`config.mk`:
```
export PLATFORM = sky130hd
export DESIGN_NAME = osd_pdl_stream_decoder
export DESIGN_NICKNAME = d
export VERILOG_FILES = /design/src/rtl/osd_pdl_stream_decoder.sv
export SDC_FILE = /design/constraint.sdc
export NUM_CORES = 1
export LEC_CHECK = 0
export CORE_MARGIN = 2
export CORE_UTILIZATION = 61
export DETAILED_ROUTE_END_ITERATION = 7
export GPL_ROUTABILITY_DRIVEN = 0
export PLACE_DENSITY = 0.85
export SYNTH_ARGS = -nofsm -noshare
export SYNTH_HDL_FRONTEND = slang
export SYNTH_SLANG_ARGS = --single-unit
```
`constraint.sdc`:
```
create_clock -name clk -period 8.1 [get_ports clk]
set_clock_uncertainty 0.1 [all_clocks]
set_input_delay 1.62 -clock clk [delete_from_list [all_inputs] [get_ports clk]]
set_output_delay 1.62 -clock clk [all_outputs]
set_load 0.1 [all_outputs]
```
`src/rtl/osd_pdl_stream_decoder.sv`:
```
// Demultiplexes the simulator UART byte stream into OSD screen writes, an OSD exit
// request and checksum-protected paddle frames, with inter-byte timeout resync.
module osd_pdl_stream_decoder #(
  parameter int NUM_PDL        = 4,
  parameter int ADDR_W         = 10,
  parameter int TIMEOUT_CYCLES = 100000
) (
  input  logic                 clk,
  input  logic                 Rst,
  input  logic [7:0]           rx_data,
  input  logic                 rx_valid,
  output logic [ADDR_W-1:0]    scr_addr,
  output logic [7:0]           scr_data,
  output logic                 scr_we,
  output logic                 exit_osd,
  output logic [8*NUM_PDL-1:0] pdl_data,
  output logic                 pdl_update,
  output logic                 frame_err
);

  localparam int IDX_W = (NUM_PDL > 1) ? $clog2(NUM_PDL) : 1;
  localparam int TO_W  = $clog2(TIMEOUT_CYCLES + 1);
  localparam logic [IDX_W-1:0] LAST_IDX = IDX_W'(NUM_PDL - 1);
  localparam logic [TO_W-1:0]  TO_LAST  = TO_W'(TIMEOUT_CYCLES - 1);

  typedef enum logic [2:0] {
    ADDR_LO = 3'd0,
    ADDR_HI = 3'd1,
    DATA    = 3'd2,
    PDL     = 3'd3,
    PDL_CK  = 3'd4
  } state_t;

  state_t                 stateReg, stateNext;
  logic [ADDR_W-1:0]      addrReg, addrNext;
  logic                   addrZeroReg, addrZeroNext;
  logic                   wroteReg, wroteNext;
  logic [8*NUM_PDL-1:0]   shadowReg, shadowNext;
  logic [IDX_W-1:0]       idxReg, idxNext;
  logic [7:0]             ckReg, ckNext;
  logic [TO_W-1:0]        toCntReg, toCntNext;
  logic [ADDR_W-1:0]      scrAddrReg, scrAddrNext;
  logic [7:0]             scrDataReg, scrDataNext;
  logic                   scrWeReg, scrWeNext;
  logic                   exitReg, exitNext;
  logic [8*NUM_PDL-1:0]   pdlDataReg, pdlDataNext;
  logic                   updReg, updNext;
  logic                   errReg, errNext;

  always_ff @(posedge clk or posedge Rst) begin
    if (Rst) begin
      stateReg    <= ADDR_LO;
      addrReg     <= '0;
      addrZeroReg <= 1'b0;
      wroteReg    <= 1'b0;
      shadowReg   <= '0;
      idxReg      <= '0;
      ckReg       <= '0;
      toCntReg    <= '0;
      scrAddrReg  <= '0;
      scrDataReg  <= '0;
      scrWeReg    <= 1'b0;
      exitReg     <= 1'b0;
      pdlDataReg  <= '0;
      updReg      <= 1'b0;
      errReg      <= 1'b0;
    end else begin
      stateReg    <= stateNext;
      addrReg     <= addrNext;
      addrZeroReg <= addrZeroNext;
      wroteReg    <= wroteNext;
      shadowReg   <= shadowNext;
      idxReg      <= idxNext;
      ckReg       <= ckNext;
      toCntReg    <= toCntNext;
      scrAddrReg  <= scrAddrNext;
      scrDataReg  <= scrDataNext;
      scrWeReg    <= scrWeNext;
      exitReg     <= exitNext;
      pdlDataReg  <= pdlDataNext;
      updReg      <= updNext;
      errReg      <= errNext;
    end
  end

  always_comb begin
    stateNext    = stateReg;
    addrNext     = addrReg;
    addrZeroNext = addrZeroReg;
    wroteNext    = wroteReg;
    shadowNext   = shadowReg;
    idxNext      = idxReg;
    ckNext       = ckReg;
    toCntNext    = toCntReg;
    scrAddrNext  = scrAddrReg;
    scrDataNext  = scrDataReg;
    scrWeNext    = 1'b0;
    exitNext     = 1'b0;
    pdlDataNext  = pdlDataReg;
    updNext      = 1'b0;
    errNext      = 1'b0;

    if (rx_valid) begin
      toCntNext = '0;
      // 0xFF is a paddle-frame sync everywhere except inside the frame itself
      if (rx_data == 8'hFF && stateReg != PDL && stateReg != PDL_CK) begin
        stateNext = PDL;
        idxNext   = '0;
        ckNext    = '0;
      end else begin
        case (stateReg)
          ADDR_LO: begin
            addrNext[7:0] = rx_data;
            stateNext     = ADDR_HI;
          end
          ADDR_HI: begin
            addrNext[ADDR_W-1:8] = rx_data[ADDR_W-9:0];
            addrZeroNext = ({rx_data[ADDR_W-9:0], addrReg[7:0]} == '0);
            wroteNext    = 1'b0;
            stateNext    = DATA;
          end
          DATA: begin
            if (rx_data == 8'h00) begin
              exitNext  = addrZeroReg && !wroteReg;
              stateNext = ADDR_LO;
            end else begin
              scrAddrNext = addrReg;
              scrDataNext = rx_data;
              scrWeNext   = 1'b1;
              addrNext    = addrReg + 1'b1;
              wroteNext   = 1'b1;
            end
          end
          PDL: begin
            shadowNext[8*idxReg +: 8] = rx_data;
            ckNext  = ckReg ^ rx_data;
            idxNext = idxReg + 1'b1;
            if (idxReg == LAST_IDX) stateNext = PDL_CK;
          end
          PDL_CK: begin
            if (rx_data == ckReg) begin
              pdlDataNext = shadowReg;
              updNext     = 1'b1;
            end else begin
              errNext = 1'b1;
            end
            stateNext = ADDR_LO;
          end
          default: stateNext = ADDR_LO;
        endcase
      end
    end else if (stateReg == ADDR_LO) begin
      toCntNext = '0;
    end else if (toCntReg == TO_LAST) begin
      // Lost byte: drop the partial frame and wait for a fresh address/sync
      stateNext  = ADDR_LO;
      errNext    = 1'b1;
      toCntNext  = '0;
      idxNext    = '0;
      ckNext     = '0;
      shadowNext = '0;
    end else begin
      toCntNext = toCntReg + 1'b1;
    end
  end

  assign scr_addr   = scrAddrReg;
  assign scr_data   = scrDataReg;
  assign scr_we     = scrWeReg;
  assign exit_osd   = exitReg;
  assign pdl_data   = pdlDataReg;
  assign pdl_update = updReg;
  assign frame_err  = errReg;

endmodule

```
==> metrics.csv <==
stage;metric;value;unit
run_status;status;complete, no violations;
clock_tree;Clock Pin Slew Worst Setup and Hold Paths;0.06;ns
worst_hold_path;Hold Crit Depth;1;
floorplanning;die area;10860;um^2
worst_setup_path;R2R Setup Slk;5.47;ns
synth;cell accounting for the most synthesized area;dfrtp_1;
routing;post-DR wirelength/cell;17.58;um
worst_hold_path;Hold Crit Endpoint;exit_osd$_DFF_PP0_;
synth;ys async rst share;1.000;
routing;routed wire length;13.56;mm
worst_setup_path;Critical Path Sink Type;flip-flop;
routing;Post-DRT Antenna Nets;0;
timing;worst-margin pin slew;1.229;ns
grt;global-route wire length before repair;22.77;mm
power_and_ir_drop;NetSw;1.103;mW
timing;Setup violations, final;0;
clock_tree;worst skew pair latency;0.53;ns
finish;Design Area, Final;7423;um^2
place;Port-buffer cells;64;
place;DP Area;6823;um^2
grt;Global Route Usage Sum;0.2667;
clock_tree;setup repair bufs after CTS;0;
synth;share of the synthesized area in the top cell type;0.5228;
grt;GRT Residual Overflow;0;
worst_setup_path;required time of the worst setup path;8.41;ns
routing;Via density;5.965;
routing;Detailed Route Iter0 Violations;331;
place;HPWL after DPL;9.021;mm
worst_setup_path;crit path DAT;4.37;ns
synth;top cells by area, synth;dfrtp_1 52%, mux2_2 6.1%, mux2i_1 4.9%;
floorplanning;I/O Pins;65;
worst_setup_path;Reg-to-Reg End;ckReg[0]$_DFFE_PP0P_;
power_and_ir_drop;Int Pwr;1.647;mW
clock_tree;maximum clock insertion buffer count;2;
timing;Achievable Freq;246.2;MHz
synth;Mapped Area;6127;um^2
clock_tree;CTS buffer count;17;
finish;Syn-to-layout area delta;21.16;%
power_and_ir_drop;VDD IR max;0.3014;mV
clock_tree;CTS tree;yes;
finish;ant diodes;0;
finish;# fillers;627;
synth;Syn. warnings;0;
power_and_ir_drop;switching share of power;0.4010;
synth;EDFF count, synth;0;
floorplanning;die height;104.2;um
timing;slew margin rel.;0.1783;
finish;layout cell share with drive strength beyond 1;0.1411;
finish;nets@finish;644;
worst_hold_path;Tightest Hold Check Type;reg -> reg;
timing;RSZ-0062 raised after global routing;false;
grt;initial antenna violation count;0;
power_and_ir_drop;Clock Power Share;0.283;
run;maxcap violations;0;
timing;setup TNS;0;ns
grt;largest net degree at the start of global routing;71;
synth;Netlist cell types;55;
timing;Tcrit/Tclk final;0.5015;
power_and_ir_drop;Leak Pwr;3.310;nW
routing;vias after detailed routing;4599;
floorplanning;Starting Density;0.6269;
floorplanning;FP Rows;36;
timing;Slew Limit Fails;0;
timing;crit path time final;4.062;ns
synth;syn_nets;588;
clock_tree;CTS root buf;clkbuf_8;
clock_tree;cts repair resizes;0;
power_and_ir_drop;sequential fraction of design power;0.356;
synth;cells after synthesis;569;
synth;Main synth FF type;dfrtp_1;
worst_hold_path;HP Start;wroteReg$_DFFE_PP0P_;
power_and_ir_drop;power density over cell area;370.5;nW/um^2
worst_setup_path;critical path class;in -> reg;
clock_tree;hold buffers post-CTS;0;
floorplanning;die width;104.2;um
grt;vias in the first global route;4578;
power_and_ir_drop;combinational fraction of design power;0.361;
floorplanning;core box area;9774;um^2
timing;Hold Vio Cnt, Final;0;
routing;1st-pass router iterations;5;
clock_tree;H-tree depth;4;
routing;Post-route DRC;0;
worst_setup_path;CP max FO;22;
worst_setup_path;crit path launch type;primary input;
worst_setup_path;R2R depth;4;
clock_tree;Clock Sink Count;128;
synth;#FFs+latches synth;128;
worst_setup_path;reg2reg start;stateReg[1]$_DFFE_PP0P_;
synth;Seq/Total Area, Yosys;0.5228;
synth;Syn Area/Cell;10.77;um^2
## layer usage
metal	GRT usage	up-vias	routed length [um]
li1	-	2097	-
met1	0.3514	2258	5601
met2	0.4173	201	6694
met3	0.06642	43	839
met4	0.1284	0	422
met5	0	-	0
## final cells by class
| cell class | count | area [um^2] | share of cell area |
|---|---|---|---|
| inverters | 51 | 193.9 | 0.02613 |
| flip-flops and latches | 128 | 3203 | 0.4315 |
| repair buffers | 67 | 663.1 | 0.08933 |
| well taps | 133 | 166.4 | 0.02242 |
| clock buffers | 21 | 439.2 | 0.05916 |
| clock inverters | 11 | 161.4 | 0.02174 |
| multi-input cells | 360 | 2596 | 0.3497 |
## logic make-up after synthesis
group                    count (synthesis)  share of synthesized area
flip-flops                             128                     0.5228
buffers and inverters                   81                    0.05350
AND/OR/NAND/NOR                        168                     0.1425
multiplexers                            78                     0.1464
adder cells (fa/ha/maj)                  8                    0.01634
XOR/XNOR                                21                    0.03002
AO/OA/AOI/OAI                           85                    0.08842
## worst max-delay path by stage
stage | from | endpoint | slack, ns | cells past startpoint
after floorplan | Rst | addrReg[0]$_DFFE_PP0P_ | 2.97 | 1
after global placement | rx_data[1] | pdl_data[27]$_DFFE_PP0P_ | 3.68 | 6
after detailed placement | rx_data[1] | pdl_data[20]$_DFFE_PP0P_ | 3.54 | 6
after CTS | rx_data[1] | pdl_data[20]$_DFFE_PP0P_ | 4.10 | 6
after global routing | rx_data[1] | pdl_data[30]$_DFFE_PP0P_ | 3.81 | 6
final | rx_data[1] | pdl_data[20]$_DFFE_PP0P_ | 4.04 | 6
## stage by stage
stage                     total power [mW]  cells  utilization  hold WS (ns)  setup slack, ns
final                                2.750    771       0.7595        0.3461            4.038
after global routing                 2.872    771       0.7595        0.3523            3.810
after CTS                            2.753    771       0.7595        0.3518            4.104
after detailed placement             1.965    739       0.6980        0.3285            3.537
after global placement               1.923    739       0.6980        0.3182            3.680
after floorplan                      1.730    569            -        0.3007            2.967
## registers in the layout (all words and copies together), names as in the netlist
signal,count
pdl_update,1
frame_err,1
addrZeroReg,1
scr_data,8
shadowReg,32
scr_we,1
idxReg,2
scr_addr,10
pdl_data,32
exit_osd,1
toCntReg,17
addrReg,10
stateReg,3
ckReg,8
wroteReg,1
## critical path: stages
cell             delay, ns
clkdlybuf4s50_1       0.70
xor2_1                0.28
nor4_1                0.39
nand4_1               0.59
buf_4                 0.47
mux2_2                0.32
## power by group through the flow
| stage | clock network [mW] | registers [mW] | logic [mW] |
|---|---|---|---|
| after detailed placement | 0 | 0.985 | 0.980 |
| final | 0.779 | 0.978 | 0.993 |
| after floorplan | 0 | 1.28 | 0.454 |
| after global placement | 0 | 0.973 | 0.949 |
| after global routing | 0.811 | 1.00 | 1.06 |
| after CTS | 0.786 | 0.976 | 0.990 |
## Yosys cell counts (3+ instances only)
cell type and number:
dfrtp_1 128, inv_1 51, nand2_1 51, nor2_1 34, mux2_2 33, o21ai_0 32, mux2i_1 30, clkbuf_1 21
a21oi_1 16, xor2_1 16, mux2_4 15, and3_1 12, nand3_1 10, nand4_1 10, nor3_1 10, ha_1 8
and4_1 7, buf_2 7, a2bb2oi_1 5, nor4_1 5, xnor2_1 5, a211oi_1 4, a31oi_1 4, nand2b_1 4
o21ai_2 4, o31ai_1 4, or3_1 4, nor4b_1 3
## layout by cell type, fill, tap and decap left out, types with 3 or more instances in the layout
master           netlist  routed
dfrtp_1              128     128
clkdlybuf4s50_1        0      64
nand2_1               51      51
inv_1                 51      50
nor2_1                34      34
mux2_2                33      33
o21ai_0               32      32
mux2i_1               30      30
xor2_1                16      16
a21oi_1               16      16
clkbuf_16              0      16
mux2_4                15      15
and3_1                12      12
nor3_1                10      10
nand4_1               10      10
nand3_1               10      10
ha_1                   8       8
and4_1                 7       7
nor4_1                 5       5
a2bb2oi_1              5       5
xnor2_1                5       5
clkinv_2               0       5
nand2b_1               4       4
o21ai_2                4       4
o31ai_1                4       4
a211oi_1               4       4
a31oi_1                4       4
or3_1                  4       4
bufinv_16              0       4
nor4b_1                3       3
clkbuf_1              21       3
buf_4                  0       3
Power figures use the tool's default switching activity.
